**config.mk**
```make
export PLATFORM = sky130hd
export DESIGN_NAME = walk_request_conditioner
export DESIGN_NICKNAME = d
export VERILOG_FILES = /design/src/rtl/walk_request_conditioner.sv
export SDC_FILE = /design/constraint.sdc
export NUM_CORES = 1
export LEC_CHECK = 0
export BUFFER_PORTS_ARGS = -buffer_cell sky130_fd_sc_hd__buf_4
export CAP_MARGIN = 20
export CORE_ASPECT_RATIO = 1.4
export CORE_MARGIN = 4
export CORE_UTILIZATION = 35
export DETAILED_ROUTE_END_ITERATION = 8
export HOLD_SLACK_MARGIN = 0.1
export PLACE_DENSITY = 0.56
export SLEW_MARGIN = 20
export SYNTH_ARGS = -nofsm -noshare
export SYNTH_HDL_FRONTEND = slang
export SYNTH_SLANG_ARGS = --single-unit
```
**constraint.sdc**
```tcl
create_clock -name clk -period 2.1 [get_ports clk]
set_clock_uncertainty 0.05 [all_clocks]
set_input_delay 0.21 -clock clk [delete_from_list [all_inputs] [get_ports clk]]
set_output_delay 0.21 -clock clk [all_outputs]
set_load 0.02 [all_outputs]
```
**src/rtl/walk_request_conditioner.sv**
```systemverilog
// Pedestrian push-button conditioner: synchronise, debounce, latch, serve a bounded walk pulse on RED, then cool down.
// Optional chirp output enabled by defining WALK_CHIRP_EN.
module walk_request_conditioner #(
    parameter int DEBOUNCE_CYCLES = 4,
    parameter int PULSE_LEN       = 2,
    parameter int COOLDOWN_CYCLES = 8
`ifdef WALK_CHIRP_EN
    ,
    parameter int CHIRP_DIV       = 2
`endif
) (
    input  logic       clk,
    input  logic       rst_i,
    input  logic       btn_i,
    input  logic [1:0] signal_i,
    output logic       walk_o,
    output logic       pending_o,
    output logic       cooldown_o
`ifdef WALK_CHIRP_EN
    ,
    output logic       chirp_o
`endif
);

    localparam int DW = $clog2(DEBOUNCE_CYCLES + 1);
    localparam int PW = $clog2(PULSE_LEN + 1);
    localparam int CW = $clog2(COOLDOWN_CYCLES + 1);

    localparam logic [DW-1:0] DB_LAST    = DW'(DEBOUNCE_CYCLES - 1);
    localparam logic [PW-1:0] PULSE_LAST = PW'(PULSE_LEN - 1);
    localparam logic [CW-1:0] COOL_LAST  = CW'(COOLDOWN_CYCLES - 1);

    localparam logic [1:0] SIG_RED = 2'd0;

    typedef enum logic [1:0] {
        ST_IDLE,
        ST_WAIT_RED,
        ST_ASSERT,
        ST_COOLDOWN
    } state_t;

    state_t        state, state_nxt;
    logic          btn_s1, btn_s, btn_db;
    logic [DW-1:0] stab_ctr;
    logic [PW-1:0] pulse_ctr, pulse_nxt;
    logic [CW-1:0] cool_ctr, cool_nxt;
    logic          pending, pending_nxt;
    logic          db_rise;
    logic          is_red;

    assign is_red  = (signal_i == SIG_RED);
    assign db_rise = (btn_s != btn_db) && !btn_db && (stab_ctr == DB_LAST);

    always_ff @(posedge clk or posedge rst_i) begin
        if (rst_i) begin
            btn_s1   <= 1'b0;
            btn_s    <= 1'b0;
            btn_db   <= 1'b0;
            stab_ctr <= '0;
        end else begin
            btn_s1 <= btn_i;
            btn_s  <= btn_s1;
            if (btn_s == btn_db) begin
                stab_ctr <= '0;
            end else if (stab_ctr == DB_LAST) begin
                btn_db   <= btn_s;
                stab_ctr <= '0;
            end else begin
                stab_ctr <= stab_ctr + 1'b1;
            end
        end
    end

    always_ff @(posedge clk or posedge rst_i) begin
        if (rst_i) begin
            state     <= ST_IDLE;
            pulse_ctr <= '0;
            cool_ctr  <= '0;
            pending   <= 1'b0;
        end else begin
            state     <= state_nxt;
            pulse_ctr <= pulse_nxt;
            cool_ctr  <= cool_nxt;
            pending   <= pending_nxt;
        end
    end

    always_comb begin
        state_nxt   = state;
        pulse_nxt   = pulse_ctr;
        cool_nxt    = cool_ctr;
        pending_nxt = pending;
        case (state)
            ST_IDLE: begin
                if (db_rise) begin
                    pending_nxt = 1'b1;
                    state_nxt   = ST_WAIT_RED;
                end
            end
            ST_WAIT_RED: begin
                if (is_red) begin
                    state_nxt = ST_ASSERT;
                    pulse_nxt = '0;
                end
            end
            ST_ASSERT: begin
                // Presses landing here are dropped; the request is already latched.
                if (!is_red) begin
                    state_nxt = ST_WAIT_RED;
                    pulse_nxt = '0;
                end else if (pulse_ctr == PULSE_LAST) begin
                    state_nxt   = ST_COOLDOWN;
                    pending_nxt = 1'b0;
                    cool_nxt    = '0;
                end else begin
                    pulse_nxt = pulse_ctr + 1'b1;
                end
            end
            ST_COOLDOWN: begin
                if (db_rise) begin
                    pending_nxt = 1'b1;
                end
                if (cool_ctr == COOL_LAST) begin
                    state_nxt = (pending || db_rise) ? ST_WAIT_RED : ST_IDLE;
                end else begin
                    cool_nxt = cool_ctr + 1'b1;
                end
            end
            default: begin
                state_nxt = ST_IDLE;
            end
        endcase
    end

    assign walk_o     = (state == ST_ASSERT) && is_red;
    assign pending_o  = pending;
    assign cooldown_o = (state == ST_COOLDOWN);

`ifdef WALK_CHIRP_EN
    localparam int HW = $clog2(CHIRP_DIV + 1);
    localparam logic [HW-1:0] CHIRP_LAST = HW'(CHIRP_DIV - 1);

    logic [HW-1:0] chirp_ctr;

    always_ff @(posedge clk or posedge rst_i) begin
        if (rst_i) begin
            chirp_ctr <= '0;
            chirp_o   <= 1'b0;
        end else if (!walk_o) begin
            chirp_ctr <= '0;
            chirp_o   <= 1'b0;
        end else if (chirp_ctr == CHIRP_LAST) begin
            chirp_ctr <= '0;
            chirp_o   <= ~chirp_o;
        end else begin
            chirp_ctr <= chirp_ctr + 1'b1;
        end
    end
`endif

endmodule

```
Yosys cells after proc, flatten, opt, wreduce, memory -nomap -nowiden
Cells that the tools add are included.

word-level totals
  logic and storage cells = 66
  register bits after elaboration = 15
  input bits = 5

cells by class
  muxes and demuxes = 21
  add/sub/neg operators = 3
  reductions and logical operators = 16
  eq/ne operators = 17
  bitwise operators = 1

operator list
  cell                 count
  $mux 2               8
  $mux 4               3
  $reduce_and 4->1     3
  $ne 2x2->1 const B   5
  $pmux 2 s4           1
  $pmux 4 s2           1
  $mux 3               2
  $ne 3x3->1 const B   2
  $reduce_bool 2->1    3
  $add 4x1->4 const B  1
  $eq 2x1->1 const B   2
  $eq 2x2->1 const B   2
  $eq 4x3->1 const B   1
  $logic_not 2->1      2
  $mux 1               4
  $ne 2x1->1 const B   2
  $pmux 2 s2           1
  $add 3x1->3 const B  1
  $eq 3x2->1 const B   1
  $logic_and 1x1->1    3
  $reduce_and 3->1     1
  $add 2x1->2 const B  1
  $pmux 1 s2           1
  $reduce_and 2->1     1
  other kinds (6)      6

Longest topological paths before layout
Gate-level depths: netlist of the first run.

  depth after elaboration = 7
  mapped depth = 8

Least setup slack after synthesis of the first run
OpenSTA, ideal clock, no wires.

  kind = register -> register
  from = register state[0]
  to = register cool_ctr[3]
  data required time = 1.927 ns
  data arrival time = 1.759 ns
  cell stages (with the launch flop) = 9
  clock period less this slack = 1.932 ns
  buffers on the path = 1
  library setup time = 0.123 ns
  path slack = 0.168 ns
  path through = dfrtp_1 -> inv_1 -> ha_1 -> or3b_2 -> clkbuf_1 -> inv_1 -> nand3_1 -> nand2b_1 -> mux2i_1

on the way
  cells in the longest elaborated chain, start to end = 3
  elaborated cells between the ends (all ways) = 8

RTL lines
  element                                                    RTL line  text
  start, declared                                            42        state_t state, state_nxt;
  start signal, assigned                                     81        state <= state_nxt;
  $eq 2x2->1                                                 93        case (state)
  $ne 2x2->1 (no line) or $reduce_bool 2->1 (tied branches)  n/a
  $reduce_and 4->1 (no line)                                 n/a
  end signal, assigned                                       83        cool_ctr <= cool_nxt;
  end, declared                                              46        logic [CW-1:0] cool_ctr, cool_nxt;

Parallel ways exist; a longest one is shown, timed or not.
A chain may end at the register's enable or synchronous reset.

Worst setup path after layout of the first run
  from = register state[0]
  to = output port walk_o

on the way
  cells in the longest elaborated chain, start to end = 2

RTL lines
  element            RTL line  text
  $eq 2x2->1         135       assign walk_o = (state == ST_ASSERT) && is_red;
  $logic_and 1x1->1  135
  end, declared      16        output logic walk_o,

No other way between the ends.

==> out/metrics.csv, run 1 <==
metric,value,unit
crit path launch type,register,
mean instance size in the synthesized netlist,10.0,µm²
synthesized area,842,µm²
"critical path fanouts, max",6,
CTS clock-pin slew for the worst setup and hold paths,0.08,ns
worst slew slack as a fraction of its limit,62.3,%
maximum ir drop on the vdd rail,0.000676,V
global-route wire length before repair,2.80,mm
result of the run,"finished, final reports clean",
ratio of final minimum period to clock period,90.4,%
library cell with the largest summed area after synthesis,sky130_fd_sc_hd__dfrtp_1,
count of nets left with antenna violations after detail routing,0,
placed cell area,930,µm²
number of levels in the clock H-tree,1,
Required @ worst endpoint,1.84,ns
final-layout fill cell count,207,
combinational fraction of design power,47.2,%
top flip-flop cell by instance count after synthesis,sky130_fd_sc_hd__dfrtp_1,
Flop pwr share,38.7,%
"setup slack, reg-to-reg",0.28,ns
net count of the mapped netlist,97,
"count leader, synth",sky130_fd_sc_hd__dfrtp_1,
IO Pins,8,
initial standard-cell utilization of the core,37.8,%
grt total ovfl,0,
r2r endpoint,cool_ctr[3],
Routed wire per std cell,12.1,µm
via count of the routed design,615,
worst skew pair latency,0.27,ns
CTS tree,done,
net switching power figure,0.439,mW
Post-Route Setup TNS,0,ns
vias in the first global route,647,
Sinks on Clock Net,15,
Cells on Worst Hold Path,3,
layout-stage area growth over the synthesis result,16.2,%
footprint of the multi-input gates,417,µm²
Setup Crit Path Kind,reg2out,
leakage power figure,0.474,nW
Worst R2R Start,pulse_ctr[1],
width of the chip,49.5,µm
remaining routing DRC violations,0,
number of buffers inserted during clock tree synthesis,3,
clock root buffer,sky130_fd_sc_hd__clkbuf_4,
transition time at the pin with the least slew margin,0.565,ns
number of hold-slack violations in the final timing report,0,
Worst Path Arrival,1.64,ns
die height,66.0,µm
area of the die,3270,µm²
register cell area after layout,375,µm²
Clock Path Buffers,2,
detailed-routing iteration count for the pre-antenna-repair pass,2,
detailed-route vias per instance,5.13,
length in cells of the worst reg-to-reg path,6,
Max-Cap Viols,0,
final setup vio count,0,
placed wire-length estimate after detailed placement,1.17,mm
number of standard cells after synthesis,84,
placement row count,20,
area of all placed cells without fillers,978,µm²
pin count of the biggest net entering global routing,16,
# diodes,0,
cell types with the highest counts after synthesis,"15 x sky130_fd_sc_hd__dfrtp_1, 10 x sky130_fd_sc_hd__inv_1, 8 x sky130_fd_sc_hd__ha_1, 7 x sky130_fd_sc_hd__a21oi_1, 7 x sky130_fd_sc_hd__nand2_1",
number of antenna violations at the first check in global routing,0,
final weighted congestion of routability-driven global placement,0.731,
Worst Hold Endpoint,pulse_ctr[1],
setup repair after global routing missed its margin,false,
wire length after detailed routing,1.45,mm
Hold/Removal Path Class,in2reg,
proportion of netlist area held by the largest area contributor,44.6,%
switching fraction of total power,38.8,%
Max Slew Vio Count,0,
fin nets,112,
total power per unit cell area,1160,nW/µm²
share of flip-flops with an asynchronous set or reset after synthesis,100,%
GRT Total Usage,11.4,%
leading post-synthesis cells by cell area,"sky130_fd_sc_hd__dfrtp_1 45%, sky130_fd_sc_hd__ha_1 12%, sky130_fd_sc_hd__inv_1 4.5%, sky130_fd_sc_hd__a21oi_1 4.2%, sky130_fd_sc_hd__mux2i_1 3.6%",
"Seq/Total Area, Yosys",44.6,%
post-layout min period,1.90,ns
Unique masters post-synth,28,
post-CTS setup buffers,0,
kind of capture point of the worst setup path,output port,
count of buffers from port buffering,7,
proportion of layout cells with a drive suffix above 1,17.3,%
launch point of the worst hold path,signal_i[0],
clock share of power,14.1,%
number of warnings reported in the yosys synthesis log,0,
internal power,0.693,mW
total core area,2230,µm²
Post-synth EDFFs,0,
detailed router's first-iteration violation count,19,
number of synthesized register bits,15,
maximum frequency from static timing analysis,527,MHz
==> power by group through the flow <==
stage / clock (mW) / sequential, mW / combinational (mW)
final: 0.160 / 0.438 / 0.534
after global routing: 0.184 / 0.453 / 0.622
after CTS: 0.166 / 0.439 / 0.544
after detailed placement: 0 / 0.445 / 0.538
after global placement: 0 / 0.443 / 0.528
after floorplan: 0 / 0.434 / 0.415
==> cell type report <==
cell class | count | area share (%)
multi-input cells | 57 | 42.6
well taps | 22 | 2.81
repair buffers | 12 | 9.72
clock buffers | 4 | 2.69
flip-flops and latches | 15 | 38.4
inverters | 10 | 3.84
==> through the flow <==
stage / utilization [%] / cells / power, mW / hold slack (ns) / worst slack (ns)
2_1_floorplan: - / 84 / 0.849 / 0.0615 / 0.168
3_3_place_gp: 41.7 / 114 / 0.971 / 0.248 / 0.282
3_5_place_dp: 41.7 / 114 / 0.983 / 0.252 / 0.280
4_1_cts: 43.8 / 120 / 1.15 / 0.274 / 0.0693
5_1_grt: 43.9 / 120 / 1.26 / 0.247 / 0.0726
6_report: 43.9 / 120 / 1.13 / 0.245 / 0.201
==> critical path, stage by stage (launching register included) <==
cell and delay, ns:
sky130_fd_sc_hd__dfrtp_1 0.43, sky130_fd_sc_hd__inv_1 0.10, sky130_fd_sc_hd__ha_1 0.16, sky130_fd_sc_hd__or3b_4 0.41, sky130_fd_sc_hd__inv_1 0.12, sky130_fd_sc_hd__buf_4 0.15
==> flip-flops by register name, summed over array words and instances (netlist names) <==
register	count
btn_db	1
btn_s	1
btn_s1	1
cool_ctr	4
pending_o	1
pulse_ctr	2
stab_ctr	3
state	2
==> logic make-up after synthesis <==
| kind of cell | synth area share, % |
|---|---|
| buffers and inverters | 6.24 |
| DFF | 44.6 |
| AOI/OAI and AO/OA | 16.0 |
| adders and majority gates | 11.9 |
| xor gates and xnor gates | 1.04 |
| muxes | 3.57 |
| and+or+nand+nor | 16.6 |
==> worst max-delay path by stage <==
stage	startpoint	to	slack (ns)	depth (start not counted)
6_report	state[0]	walk_o	0.20	5
3_5_place_dp	pulse_ctr[1]	cool_ctr[3]	0.28	6
4_1_cts	state[0]	walk_o	0.07	5
5_1_grt	state[0]	walk_o	0.07	5
3_3_place_gp	pulse_ctr[1]	cool_ctr[3]	0.28	6
2_1_floorplan	state[0]	cool_ctr[3]	0.17	8
==> layout by cell type (no fill, tap or decap) <==
master,instances
sky130_fd_sc_hd__a211oi_4,1
sky130_fd_sc_hd__nor3_1,1
sky130_fd_sc_hd__o22ai_1,1
sky130_fd_sc_hd__or3b_4,2
sky130_fd_sc_hd__a21o_1,1
sky130_fd_sc_hd__mux2i_1,3
sky130_fd_sc_hd__o21ai_0,6
sky130_fd_sc_hd__a21oi_1,7
sky130_fd_sc_hd__o221a_2,1
sky130_fd_sc_hd__buf_4,10
sky130_fd_sc_hd__clkbuf_4,3
sky130_fd_sc_hd__nand2_1,7
sky130_fd_sc_hd__a31oi_1,1
sky130_fd_sc_hd__nor3b_1,1
sky130_fd_sc_hd__dlygate4sd3_1,2
sky130_fd_sc_hd__and4b_1,1
sky130_fd_sc_hd__xor2_1,1
sky130_fd_sc_hd__inv_1,10
sky130_fd_sc_hd__ha_1,8
sky130_fd_sc_hd__nor2_1,4
sky130_fd_sc_hd__nor2b_1,3
sky130_fd_sc_hd__nand4_1,1
sky130_fd_sc_hd__nand3_1,2
sky130_fd_sc_hd__nand3b_1,2
sky130_fd_sc_hd__nand2b_1,1
sky130_fd_sc_hd__o2111a_1,1
sky130_fd_sc_hd__clkbuf_1,1
sky130_fd_sc_hd__a22oi_1,1
sky130_fd_sc_hd__dfrtp_1,15
==> layer usage <==
metal	share of wire [%]	GRT usage (%)	up-vias
li1	-	-	318
met1	43	12.2	289
met2	51	19.1	6
met3	4.1	3.61	2
met4	1.9	7.27	0
met5	0	0	-
==> repair_timing <==
item / in CTS / in global routing
resized for setup: 0 / 1
setup endpoints to repair: 0 / 1
hold buffers: 2 / 0
hold endpoints to repair: 16 / 0
(Power assumes the default switching activity.)
==> run 2: changes to the inputs <==
--- a/config.mk
+++ b/config.mk
@@ -5,14 +5,14 @@
 export SDC_FILE = /design/constraint.sdc
 export NUM_CORES = 1
 export LEC_CHECK = 0
-export BUFFER_PORTS_ARGS = -buffer_cell sky130_fd_sc_hd__buf_4
 export CAP_MARGIN = 20
 export CORE_ASPECT_RATIO = 1.4
 export CORE_MARGIN = 4
 export CORE_UTILIZATION = 35
 export DETAILED_ROUTE_END_ITERATION = 8
+export DONT_BUFFER_PORTS = 1
 export HOLD_SLACK_MARGIN = 0.1
-export PLACE_DENSITY = 0.56
+export PLACE_DENSITY = 0.53
 export SLEW_MARGIN = 20
 export SYNTH_ARGS = -nofsm -noshare
 export SYNTH_HDL_FRONTEND = slang
==> constraint.sdc (replaced) <==
create_clock -name clk -period 2.1 [get_ports clk]
set_clock_uncertainty 0.05 [all_clocks]
set_input_delay 0.105 -clock clk [delete_from_list [all_inputs] [get_ports clk]]
set_output_delay 0.105 -clock clk [all_outputs]
set_load 0.02 [all_outputs]
==> out/metrics.csv, run 2 (synthesized netlist as in run 1, its figures left out) <==
metric,value,unit,change
total power per unit cell area,1190,nW/µm²,+2.5%
Required @ worst endpoint,2.22,ns,+0.38 ns
maximum frequency from static timing analysis,512,MHz,-2.8%
final setup vio count,0,,unchanged
post-CTS setup buffers,0,,unchanged
largest registers,"cool_ctr: 4 flops, stab_ctr: 3 flops",,
remaining routing DRC violations,0,,unchanged
maximum ir drop on the vdd rail,0.000573,V,-15%
total core area,2230,µm²,unchanged
"critical path fanouts, max",4,,-2
count of buffers from port buffering,0,,-7
number of buffers inserted during clock tree synthesis,3,,unchanged
layout-stage area growth over the synthesis result,14.4,%,
Routed wire per std cell,13.2,µm,+9.2%
number of antenna violations at the first check in global routing,0,,unchanged
setup repair after global routing missed its margin,false,,
critical path buffer and inverter count,2,,-1
placed wire-length estimate after detailed placement,1.17,mm,+0.22%
final weighted congestion of routability-driven global placement,0.730,,-0.15%
Clock Path Buffers,2,,unchanged
number of hold-slack violations in the final timing report,0,,unchanged
area of the die,3270,µm²,unchanged
placed cell area,885,µm²,-4.8%
Max-Cap Viols,0,,unchanged
IO Pins,8,,unchanged
Max Slew Vio Count,0,,unchanged
family with the most delay on the worst path,buffers and inverters,,
clock root buffer,sky130_fd_sc_hd__clkbuf_4,,
die height,66.0,µm,unchanged
transition time at the pin with the least slew margin,0.588,ns,+0.0237 ns
area of all placed cells without fillers,963,µm²,-1.5%
post-placement setup slack,0.277,ns,-0.00241 ns
vias in the first global route,638,,-1.4%
leakage power figure,0.459,nW,-3.1%
width of the chip,49.5,µm,unchanged
worst path cell trace,"inv_1, ha_1, o21ai_0, o21ai_0, nand2_1, o21ai_1, dlygate4sd3_1",,
kind of capture point of the worst setup path,register,,
number of flip-flops in the largest register,4,,unchanged
fin nets,109,,-2.7%
Hold/Removal Path Class,in2reg,,
crit path launch type,register,,
"most common cell after layout, fill and taps aside",sky130_fd_sc_hd__dfrtp_1,,
detailed-route vias per instance,5.15,,+0.40%
critical-path cell with the highest stage delay,sky130_fd_sc_hd__dlygate4sd3_1,,
global-route wire length before repair,2.67,mm,-4.7%
PnR worst setup slack,0.146,ns,-0.0553 ns
worst slew slack as a fraction of its limit,60.7,%,-1.6 points
count of nets left with antenna violations after detail routing,0,,unchanged
Post-Route Setup TNS,0,ns,unchanged
"top library cells by usage in the layout, fill and taps aside","15 x sky130_fd_sc_hd__dfrtp_1, 10 x sky130_fd_sc_hd__inv_1, 8 x sky130_fd_sc_hd__ha_1, 7 x sky130_fd_sc_hd__nand2_1, 7 x sky130_fd_sc_hd__a21oi_1",,
detailed router's first-iteration violation count,29,,+10
Sinks on Clock Net,15,,unchanged
worst skew pair latency,0.28,ns,about the same
CTS tree,done,,
Setup Crit Path Kind,reg2reg,,
wire length after detailed routing,1.54,mm,+6.5%
GRT Total Usage,10.5,%,-0.88 points
library cell appearing most often on the critical path,sky130_fd_sc_hd__o21ai_0,,
via count of the routed design,602,,-2.1%
# diodes,0,,unchanged
Worst Path Arrival,2.08,ns,+0.44 ns
number of levels in the clock H-tree,1,,unchanged
worst stage delay on the critical path,0.55,ns,+0.12 ns
post-layout min period,1.95,ns,+0.0553 ns
grt total ovfl,0,,unchanged
placement row count,20,,unchanged
proportion of layout cells with a drive suffix above 1,11.6,%,-5.8 points
result of the run,"finished, final reports clean",,
pin count of the biggest net entering global routing,16,,unchanged
ratio of final minimum period to clock period,93.0,%,+2.6 points
CTS clock-pin slew for the worst setup and hold paths,0.09,ns,about the same
detailed-routing iteration count for the pre-antenna-repair pass,2,,unchanged
number of instances in the placed design,108,,-5.3%
largest register by flop count,cool_ctr,,
initial standard-cell utilization of the core,37.8,%,unchanged
final std cells w/o fill,117,,-2.5%
-- run 2: worst reg2reg max path, stage by stage (launching register included) --
cell and delay [ns]:
sky130_fd_sc_hd__dfrtp_1 0.40, sky130_fd_sc_hd__inv_1 0.10, sky130_fd_sc_hd__ha_1 0.20, sky130_fd_sc_hd__o21ai_0 0.18, sky130_fd_sc_hd__o21ai_0 0.21, sky130_fd_sc_hd__nand2_1 0.10, sky130_fd_sc_hd__o21ai_1 0.05, sky130_fd_sc_hd__dlygate4sd3_1 0.55
-- run 2: timing repair --
item	CTS	global route
endpoints found under the setup margin	0	1
hold buffers	5	0
gates resized for setup	0	2
endpoints found under the hold margin	18	0
-- run 2: area by class of cell --
cell class	instances	area, µm²
Clock buffer	4	26.3
Fill cell	207	1260
Inverter	10	37.5
Multi-Input combinational cell	57	417
Sequential cell	15	375
Tap cell	22	27.5
Timing Repair Buffer	9	80.1
-- run 2: metal layers --
layer / up-vias / share of wire [%] / wire length [µm] / global-route usage, %
met5: - / 0 / 0 / 0
met4: 0 / 2.6 / 40 / 6.23
met3: 4 / 4.7 / 73 / 2.26
met2: 8 / 47 / 725 / 17.6
met1: 278 / 46 / 702 / 12.1
li1: 312 / - / - / -
-- run 2: worst paths after layout --
path                             start  slack (ns)      endpoint  cells past startpoint
max                           state[1]        0.15  pulse_ctr[0]                      7
min                        signal_i[0]        0.14   cool_ctr[0]                      4
max reg2reg                   state[1]        0.15  pulse_ctr[0]                      7
min reg2reg                     btn_s1        0.31         btn_s                      0
max in group asynchronous        rst_i        1.35   stab_ctr[2]                      2
min in group asynchronous        rst_i        0.27  pulse_ctr[1]                      2
-- run 2: per-stage QoR --
stage	util [%]	hold slack, ns	total power, mW
2_1_floorplan	-	-0.0435	0.849
3_5_place_dp	39.7	0.0461	0.962
4_1_cts	43.1	0.140	1.15
3_3_place_gp	39.7	0.0351	0.958
5_1_grt	43.3	0.163	1.24
6_report	43.3	0.145	1.14
-- run 2: power breakdown --
group | total (mW) | internal (mW) | switching, mW
logic | 0.530 | 0.244 | 0.286
clock network | 0.165 | 0.0738 | 0.0911
registers | 0.447 | 0.371 | 0.0762
